File: src/rtl/seg_scan_ctrl.sv
// Eight-digit seven-segment scan controller: per-digit code mux with
// frame snapshot, blanking, blinking and leading-zero suppression.
module seg_scan_ctrl #(
  parameter int SCAN_DIV     = 100000,
  parameter int BLINK_FRAMES = 62
) (
  input  logic        clk,
  input  logic        rst_n,
  input  logic [31:0] digits,
  input  logic [7:0]  blank_mask,
  input  logic [7:0]  blink_mask,
  input  logic        lz_en,
  output logic [3:0]  num,
  output logic [7:0]  dig_sel,
  output logic        frame_done
);

  localparam int TW = $clog2(SCAN_DIV);
  localparam int FW = (BLINK_FRAMES > 1) ? $clog2(BLINK_FRAMES) : 1;
  localparam logic [TW-1:0] TMAX = TW'(SCAN_DIV - 1);
  localparam logic [FW-1:0] FMAX = FW'(BLINK_FRAMES - 1);

  logic [TW-1:0] tick;
  logic [2:0]    ptr;
  logic [FW-1:0] fcnt;
  logic          blink_phase;
  logic [31:0]   snap_digits;
  logic [7:0]    snap_blank;
  logic [7:0]    snap_blink;
  logic          snap_lz;

  logic       wrap;
  logic       fstart;
  logic       fend;
  logic [7:0] sup;
  logic [3:0] cur;
  logic       hide;
  logic [3:0] nxt_num;

  assign wrap   = (tick == TMAX);
  assign fstart = (tick == '0) && (ptr == 3'd0);
  assign fend   = wrap && (ptr == 3'd7);

  // keep stays set while every digit above i is suppressed or blank
  always_comb begin
    logic keep;
    logic eb;
    sup  = '0;
    keep = snap_lz;
    for (int i = 7; i >= 1; i--) begin
      eb     = snap_blank[i] || (snap_digits[4*i +: 4] == 4'hB);
      sup[i] = keep && (snap_digits[4*i +: 4] == 4'h0);
      keep   = keep && (sup[i] || eb);
    end
  end

  always_comb begin
    cur     = snap_digits[{ptr, 2'b00} +: 4];
    hide    = snap_blank[ptr]
            || (snap_blink[ptr] && blink_phase)
            || sup[ptr];
    nxt_num = hide ? 4'hB : cur;
  end

  always_ff @(posedge clk) begin
    if (!rst_n) begin
      tick        <= '0;
      ptr         <= 3'd0;
      fcnt        <= '0;
      blink_phase <= 1'b0;
      snap_digits <= 32'hBBBB_BBBB;
      snap_blank  <= 8'h00;
      snap_blink  <= 8'h00;
      snap_lz     <= 1'b0;
      num         <= 4'hB;
      dig_sel     <= 8'h00;
      frame_done  <= 1'b0;
    end else begin
      tick <= wrap ? '0 : tick + 1'b1;
      if (wrap) ptr <= ptr + 3'd1;
      if (fstart) begin
        snap_digits <= digits;
        snap_blank  <= blank_mask;
        snap_blink  <= blink_mask;
        snap_lz     <= lz_en;
      end
      if (fend) begin
        if (fcnt == FMAX) begin
          fcnt        <= '0;
          blink_phase <= ~blink_phase;
        end else begin
          fcnt <= fcnt + 1'b1;
        end
      end
      dig_sel    <= 8'h01 << ptr;
      num        <= nxt_num;
      frame_done <= fend;
    end
  end

endmodule

File: config.mk
export PLATFORM = sky130hd
export DESIGN_NAME = seg_scan_ctrl
export DESIGN_NICKNAME = d
export VERILOG_FILES = /design/src/rtl/seg_scan_ctrl.sv
export SDC_FILE = /design/constraint.sdc
export NUM_CORES = 1
export LEC_CHECK = 0
export CAP_MARGIN = 40
export CORE_AREA = 2 2 120 122
export DETAILED_ROUTE_END_ITERATION = 6
export DIE_AREA = 0 0 122 124
export GPL_ROUTABILITY_DRIVEN = 0
export HOLD_SLACK_MARGIN = 0.03
export SETUP_SLACK_MARGIN = 0.15
export SLEW_MARGIN = 0
export SYNTH_ARGS = -nofsm -noshare
export SYNTH_HDL_FRONTEND = slang
export SYNTH_SLANG_ARGS = --single-unit
File: constraint.sdc
create_clock -name clk -period 3.8 [get_ports clk]
set_clock_uncertainty 0.05 [all_clocks]
set_input_delay 1.14 -clock clk [delete_from_list [all_inputs] [get_ports clk]]
set_output_delay 1.14 -clock clk [all_outputs]
set_load 0.005 [all_outputs]
Word-level counts from Yosys, hierarchy flattened:

Index checks and enable logic that the tools add are counted.

* register bits after elaboration: 89
* bits in latches: 0
* memory bits (writable): 0
* memory bits (read-only): 0
* bits of input ports: 51
* output and inout port bits: 13
* word-level logic and storage cells: 77
* memories kept: 0

* add/sub/neg operators: 3
* multipliers: 0
* div/mod/pow operators: 0
* $lt $le $gt $ge: 1
* equal/unequal tests: 9
* shift operators: 2
* multiplexer cells: 7
* bitwise operators: 2
* reductions and logical operators: 42

Operators with widths (number)
* $shiftx 32x6->4: 1
* $logic_not 4->1: 7
* $eq 4x4->1 const B: 6
* $add 17x1->17 const B: 1
* $eq 17x17->1 const B: 1
* $logic_not 17->1: 1
* $logic_and 1x1->1: 16
* $logic_or 1x1->1: 14
* $bmux 1 s3: 3
* $shl 1x3->8 const A: 1
* $add 6x1->6 const B: 1
* $eq 6x6->1 const B: 1
* $mux 6: 1
* $lt 3x4->1 const B: 1
* $reduce_or 2->1: 2
* $add 3x1->3 const B: 1
* $eq 3x3->1 const B: 1
* $logic_not 3->1: 1
* $mux 1: 3
* $not 1->1: 2
* $reduce_and 2->1: 1

Longest topological paths before layout:

Gate-level depths: netlist (run 1).

* word-level depth: 24
* mapped depth: 11
* mapped depth without buffers: 7

Least setup slack after synthesis (run 1):

Ideal clock, no wire load.

* path type: reg2reg
* from: register ptr[0]
* to: register snap_blank[0]
* setup time: 0.070 ns
* arrival: 1.962 ns
* data required time: 3.680 ns
* setup slack: 1.718 ns
* stages on the path, launching flop included: 11
* buffers on the path: 4
* period minus slack after synthesis: 2.082 ns
* path through: dfxtp_1 -> buf_2 -> buf_2 -> inv_1 -> ha_1 -> nand2_1 -> or3_1 -> clkbuf_1 -> clkbuf_1 -> nand2_1 -> a21boi_1

* word-level cells in the longest chain between the ends: 2

Ends and longest elaborated chain
* start, declared: line 24 `logic [2:0] ptr;`
* start signal, assigned: line 80 `if (wrap) ptr <= ptr + 3'd1;`
* $logic_not 3->1: line 41 `assign fstart = (tick == '0) && (ptr == 3'd0);`
* $logic_and 1x1->1: line 41
* end signal, assigned: line 83 `snap_blank <= blank_mask;`
* end, declared: line 28 `logic [7:0] snap_blank;`

Every way passes these cells.
A chain may end at the register's enable or synchronous reset.

Worst setup path after layout (run 1):

* from: register ptr[1]
* to: register snap_blink[2]

* word-level cells in the longest chain between the ends: 2

Ends and longest elaborated chain
* $logic_not 3->1: line 41
* $logic_and 1x1->1: line 41
* end signal, assigned: line 84 `snap_blink <= blink_mask;`
* end, declared: line 29 `logic [7:0] snap_blink;`

Every way passes these cells.

==> metrics.md, run 1 <==
| Metric | Value |
|---|---|
| FF-to-FF Start | `ptr[1]` |
| Slew Viols, Final | `0` |
| Clk Latency, worst-skew pair | `0.34 ns` |
| Post-synth EDFFs | `0` |
| Power, Total | `2.194 mW` |
| Flop pwr share | `48.1%` |
| CTS resizes | `0` |
| Synth Register Bits | `89` |
| Hold path endpoint | `snap_digits[2]` |
| Synthesized area | `4070 sq um` |
| Hold_buf cts | `0` |
| Vias in the first global route | `3316` |
| CORE AREA | `13720 sq um` |
| Area occupied by multi-input gates | `2118 sq um` |
| Commonest cells after routing, fill and taps aside | `nand2_1 (108), dfxtp_1 (89), clkdlybuf4s50_1 (62)` |
| Psw | `532.2 uW` |
| Max Clock Freq | `401.9 MHz` |
| R2R Setup Slk | `1.31 ns` |
| DP HPWL | `7.073 mm` |
| Seq. cell area | `1782 sq um` |
| Syn_nets | `525` |
| WL/cell | `13.53 um` |
| First-pass GRT wire length | `15.71 mm` |
| Max_cap viols | `0` |
| Initial antenna violation count | `0` |
| RR Endpoint | `snap_blink[2]` |
| Commonest non-fill, non-tap cell in the layout | `nand2_1` |
| Total negative slack | `0 ns` |
| CP peak stage delay | `0.81 ns` |
| Num CTS Buffers | `9` |
| DR vias | `3342` |
| RSZ-0062 raised after global routing | `no` |
| Clock Root Buffer | `clkbuf_16` |
| Synth-to-layout area growth | `25.70%` |
| H-tree depth | `3` |
| CP Data Required Time | `4.02 ns` |
| Distinct cells, synth | `40` |
| Final Hold Violating Endpoints | `0` |
| Final #Nets | `575` |
| Worst Path Class, Setup | `flop to flop` |
| Synth Instances | `465` |
| Power Internal | `1.662 mW` |
| Comb power frac | `12.3%` |
| Setup slack after layout | `1.312 ns` |
| Hold depth | `2` |
| CTS clock-pin slew for the worst setup and hold paths | `0.06 ns` |
| Pre-CTS setup slack | `1.340 ns` |
| Crit path capture type | `flop` |
| Die ar. | `15130 sq um` |
| Ys flop type | `dfxtp_1` |
| Longest Clk Path Bufs | `2` |
| Yosys warns | `0` |
| CTS tree | `done` |
| DRT iter0 DRCs | `180` |
| Ant diodes | `0` |
| Switching share of power | `24.25%` |
| PortBufs | `63` |
| # rows | `43` |
| Lkg Pwr | `1.924 nW` |
| Final ANT Viol Nets | `0` |
| Slew margin rel. | `47.22%` |
| Clock power share | `39.5%` |
| Die Width | `122 um` |
| Worst Hold Class | `flop to flop` |
| Crit-path most repeated cell | `nand2_1` |
| Seq/Total Area, Yosys | `43.77%` |
| FFs w/ async S/R, synth | `0%` |
| Tmin final | `2.488 ns` |
| Max stage delay cell, worst path | `dfxtp_1` |
| FILL cells | `1408` |
| Mean Syn Cell Area | `8.753 sq um` |
| Hold path startpoint | `snap_digits[2]` |
| Period utilisation layout | `65.48%` |
| Total wire length | `9.469 mm` |
| Startpoint types | `flop` |
| DRC | `0` |
| Total track usage | `13.31%` |
| Buffer count from post-CTS setup fixing | `0` |
| Via density | `4.774` |
| Synth area leaders | `dfxtp_1 (44%), nand2_1 (10%), mux4_2 (6.6%), a21boi_1 (4.6%), nand3_1 (4.5%)` |
| Die Y | `124 um` |
| DRT Pass-1 Iters | `4` |
| Worst-path cell chain | `inv_1 > ha_1 > nand2_1 > or3_1 > buf_4 > nand2_1 > a21boi_1` |
| GRT overflow | `0` |
| Critical path arrival | `2.70 ns` |
| Worst VDD drop | `0.0002531 V` |
| Max FO, Critical Path | `49` |
| R2R cell count | `7` |
| Share of layout cells above drive strength 1 | `6.538%` |
| Status | `complete, no violations` |
| Initial Util | `29.67%` |
| Num Clock Sinks | `89` |
| IO Pins | `64` |
| Area fraction of the dominant cell type after synthesis | `43.77%` |
| Worst-Margin Slew | `0.7906 ns` |
| Final setup vio count | `0` |
| Top cell type by total area after synthesis | `dfxtp_1` |
| Cell Pwr Density | `428.9 nW/um^2` |
| Largest net degree at the start of global routing | `50` |
[power groups by stage]
stage / combinational (mW) / clock (mW) / sequential, mW
2_1_floorplan: 0.187 / 0 / 1.05
3_3_place_gp: 0.270 / 0 / 1.08
3_5_place_dp: 0.275 / 0 / 1.08
4_1_cts: 0.276 / 0.887 / 1.06
5_1_grt: 0.307 / 0.921 / 1.06
6_report: 0.271 / 0.867 / 1.06
[sequential cells by signal, summed over array words and instances (netlist names), 3 cells and up]
signal and count:
ptr 3, fcnt 6, dig_sel 8, snap_blank 8, num 4, tick 17
snap_digits 32, snap_blink 8
[cells in the mapped netlist, types with 2 or more instances]
master,n
and4b_1,3
o21ai_0,2
and2_1,8
a21oi_1,10
mux4_2,12
or3_1,6
ha_1,9
nor3_1,4
xor2_1,11
nand2_1,108
dfxtp_1,89
nor2_1,32
clkbuf_1,16
nand4_1,13
a211oi_1,3
nor4_1,6
xnor2_1,10
and3_1,10
nor2b_1,7
a21boi_1,25
nand3_1,37
buf_2,9
buf_6,3
nor4_2,2
and4_1,3
inv_1,10
mux2i_1,4
[worst max-delay path: cells and delay by family, from the launching register on]
kind | cells | cell delay [ns]
DFF | 1 | 0.81
and+or+nand+nor | 3 | 0.35
adders and majority gates | 1 | 0.31
AOI/OAI and AO/OA | 1 | 0.15
buffers and inverters | 2 | 0.69
[through the flow]
step / instance area, sq um / instances / utilization (%) / hold slack, ns
4_1_cts: 5116 / 700 / 37.29 / 0.4032
5_1_grt: 5116 / 700 / 37.29 / 0.4265
3_3_place_gp: 4811 / 683 / 35.07 / 0.3875
6_report: 5116 / 700 / 37.29 / 0.4029
2_1_floorplan: 4070 / 465 / - / 0.3775
3_5_place_dp: 4826 / 684 / 35.18 / 0.3965
[layer usage]
layer,track usage (%),vias to the layer above,share of wire [%]
li1,-,1699,-
met5,0,-,0
met1,15.72,1571,45
met4,4.741,0,1.4
met3,3.342,12,4.1
met2,23.43,60,50
[cells by family after synthesis]
family / share of synthesized area [%]
compound gates: 8.085
xor+xnor: 4.519
fa+ha+maj: 2.767
buf+inv: 4.334
flops: 43.78
mux: 7.624
simple gates: 28.90
[cell type report]
type	instances	area share (%)
Multi-Input combinational cell	338	41.40
Sequential cell	89	34.83
Timing Repair Buffer	67	12.96
Clock buffer	13	4.891
Tap cell	180	4.402
Clock inverter	3	0.7826
Inverter	10	0.7337
[how the worst max path moves through the flow]
stage | start | end | cells past startpoint
after global routing | ptr[1] | snap_blink[0] | 7
after floorplan | ptr[0] | snap_blank[0] | 10
after detailed placement | ptr[1] | snap_digits[26] | 7
after CTS | ptr[1] | snap_blink[4] | 7
final | ptr[1] | snap_blink[2] | 7
after global placement | ptr[0] | snap_blink[5] | 7
Note: power is estimated with default switching activity, not from simulation.
==> run 2, diff against run 1 <==
- clock period: 3.8 -> 2.45 ns (I/O delays scaled with it)
==> run 2 against run 1 <==
Core utilization grew 0.59 points. Worst hold slack lost 0.00066 ns. Combinational power grew 62%. Die area is the same. Sequential cell count is the same. Critical path depth shrank 2. Via count grew 2.2%. First-iteration DRC count shrank 5.0%. Clock-buffer cell count grew 1. Largest power group unchanged.
==> metrics.md, run 2 (synthesized netlist as in run 1, its figures left out) <==
| Metric | Value |
|---|---|
| Largest net degree at the start of global routing | `50 (unchanged)` |
| Slew margin rel. | `69.16% (was 47.22%)` |
| Initial antenna violation count | `0 (unchanged)` |
| CORE AREA | `13720 sq um (unchanged)` |
| Via density | `4.837 (was 4.774)` |
| Die Width | `122 um (unchanged)` |
| Worst VDD drop | `0.0004078 V (was 0.0002531 V)` |
| # rows | `43 (unchanged)` |
| Initial Util | `29.67% (unchanged)` |
| Total wire length | `9.723 mm (was 9.469 mm)` |
| Pre-CTS setup slack | `0.3549 ns (was 1.340 ns)` |
| First-pass GRT wire length | `16.12 mm (was 15.71 mm)` |
| IO Pins | `64 (unchanged)` |
| CP Data Required Time | `2.62 ns (was 4.02 ns)` |
| Final ANT Viol Nets | `0 (unchanged)` |
| WP depth | `5 (was 7)` |
| Num CTS Buffers | `9 (unchanged)` |
| Ant diodes | `0 (unchanged)` |
| Final Util | `37.88% (was 37.29%)` |
| Reg with most FFs | `snap_digits (unchanged)` |
| CTS clock-pin slew for the worst setup and hold paths | `0.06 ns (about the same)` |
| Commonest non-fill, non-tap cell in the layout | `nand2_1 (unchanged)` |
| Worst-Margin Slew | `0.4619 ns (was 0.7906 ns)` |
| Delay-heaviest family, CP | `flip-flops (unchanged)` |
| Num Clock Sinks | `89 (unchanged)` |
| R2R cell count | `5 (was 7)` |
| Critical path arrival | `2.28 ns (was 2.70 ns)` |
| Hold_buf cts | `0 (unchanged)` |
| Total negative slack | `0 ns (unchanged)` |
| Final #Nets | `581 (was 575)` |
| FILL cells | `1409 (was 1408)` |
| GRT overflow | `0 (unchanged)` |
| DP HPWL | `7.145 mm (was 7.073 mm)` |
| Max Clock Freq | `474.2 MHz (was 401.9 MHz)` |
| Max reg flops | `32 (unchanged)` |
| DRT Pass-1 Iters | `4 (unchanged)` |
| PortBufs | `63 (unchanged)` |
| Synth-to-layout area growth | `27.70% (was 25.70%)` |
| WL/cell | `13.77 um (was 13.53 um)` |
| Crit path capture type | `flop (unchanged)` |
| Final Hold Violating Endpoints | `0 (unchanged)` |
| Vias in the first global route | `3321 (was 3316)` |
| R2R Setup Slk | `0.34 ns (was 1.31 ns)` |
| H-tree depth | `3 (unchanged)` |
| Max FO, Critical Path | `13 (was 49)` |
| RSZ-0062 raised after global routing | `no (unchanged)` |
| Cell Pwr Density | `670.4 nW/um^2 (was 428.9 nW/um^2)` |
| DR vias | `3415 (was 3342)` |
| Clk Latency, worst-skew pair | `0.34 ns (about the same)` |
| Worst Path Class, Setup | `flop to flop (unchanged)` |
| Inst Count DP | `690 (was 684)` |
| Slew Viols, Final | `0 (unchanged)` |
| Buffer count from post-CTS setup fixing | `0 (unchanged)` |
| CP Buf/Inv Count | `1 (was 2)` |
| Worst Hold Class | `flop to flop (unchanged)` |
| Hold depth | `2 (unchanged)` |
| Startpoint types | `flop (unchanged)` |
| CTS tree | `done (unchanged)` |
| Clock Root Buffer | `clkbuf_16 (unchanged)` |
| Final setup vio count | `0 (unchanged)` |
| CP peak stage delay | `0.61 ns (was 0.81 ns)` |
| CTS resizes | `0 (unchanged)` |
| Share of layout cells above drive strength 1 | `7.795% (was 6.538%)` |
| Total track usage | `13.68% (was 13.31%)` |
| Die Y | `124 um (unchanged)` |
| Fin cells | `706 (was 700)` |
| Max_cap viols | `0 (unchanged)` |
| DRC | `0 (unchanged)` |
| DRT iter0 DRCs | `171 (was 180)` |
| Worst-path cell chain | `buf_4 > mux4_2 > nor2b_1 > a211oi_1 > nand3_1 (was inv_1 > ha_1 > nand2_1 > or3_1 > buf_4 > nand2_1 > a21boi_1)` |
| Commonest cells after routing, fill and taps aside | `nand2_1 (108), dfxtp_1 (89), clkdlybuf4s50_1 (62) (unchanged)` |
| Period utilisation layout | `86.08% (was 65.48%)` |
| Setup slack after layout | `0.3410 ns (was 1.312 ns)` |
| Longest Clk Path Bufs | `2 (unchanged)` |
| Largest regs | `snap_digits x32, tick x17 (unchanged)` |
| Die ar. | `15130 sq um (unchanged)` |
| Tmin final | `2.109 ns (was 2.488 ns)` |
| Status | `complete, no violations (unchanged)` |
| Power, Total | `3.485 mW (was 2.194 mW)` |
| Lkg Pwr | `1.970 nW (was 1.924 nW)` |
| Max stage delay cell, worst path | `dfxtp_1 (unchanged)` |
-- run 2: power by group --
part	switching, mW	internal (mW)	leakage [nW]	total [mW]
registers	0.0960	1.55	0.730	1.64
clock network	0.530	0.873	0.153	1.40
logic	0.208	0.233	1.09	0.440
-- run 2: final cells by class --
cell class / instances / area (sq um) / share of cell area [%]
clock buffers: 14 / 274.0 / 5.272
clock inverters: 2 / 35.03 / 0.6740
inverters: 10 / 37.54 / 0.7222
multi-input cells: 338 / 2118 / 40.76
flip-flops and latches: 89 / 1782 / 34.28
well taps: 180 / 225.2 / 4.333
repair buffers: 73 / 725.7 / 13.96
-- run 2: path summary, 6_finish.rpt --
kind                      start             to
hold reg to reg   snap_blink[2]  snap_blink[2]
hold / removal    snap_blink[2]  snap_blink[2]
setup / recovery         ptr[0]         num[1]
setup reg to reg         ptr[0]         num[1]
-- run 2: worst register-to-register path: cells and delay by family, from the launching register on --
kind            cells  cell delay (ns)
compound gates      1             0.22
buf+inv             1             0.32
flops               1             0.61
mux                 1             0.54
simple gates        2             0.25
-- run 2: stage by stage --
stage	area [sq um]	hold slack, ns
after floorplan	4070	0.3775
after global placement	4888	0.3894
after detailed placement	4888	0.3962
after CTS	5197	0.4049
after global routing	5197	0.4301
final	5197	0.4022
-- run 2: metal layers --
metal | vias up | routed length [um] | share of wire, % | GRT usage (%)
li1 | 1703 | - | - | -
met5 | - | 0 | 0 | 0
met4 | 0 | 240 | 2.5 | 4.239
met2 | 95 | 4608 | 47 | 23.11
met3 | 18 | 495 | 5.1 | 4.121
met1 | 1599 | 4379 | 45 | 16.78
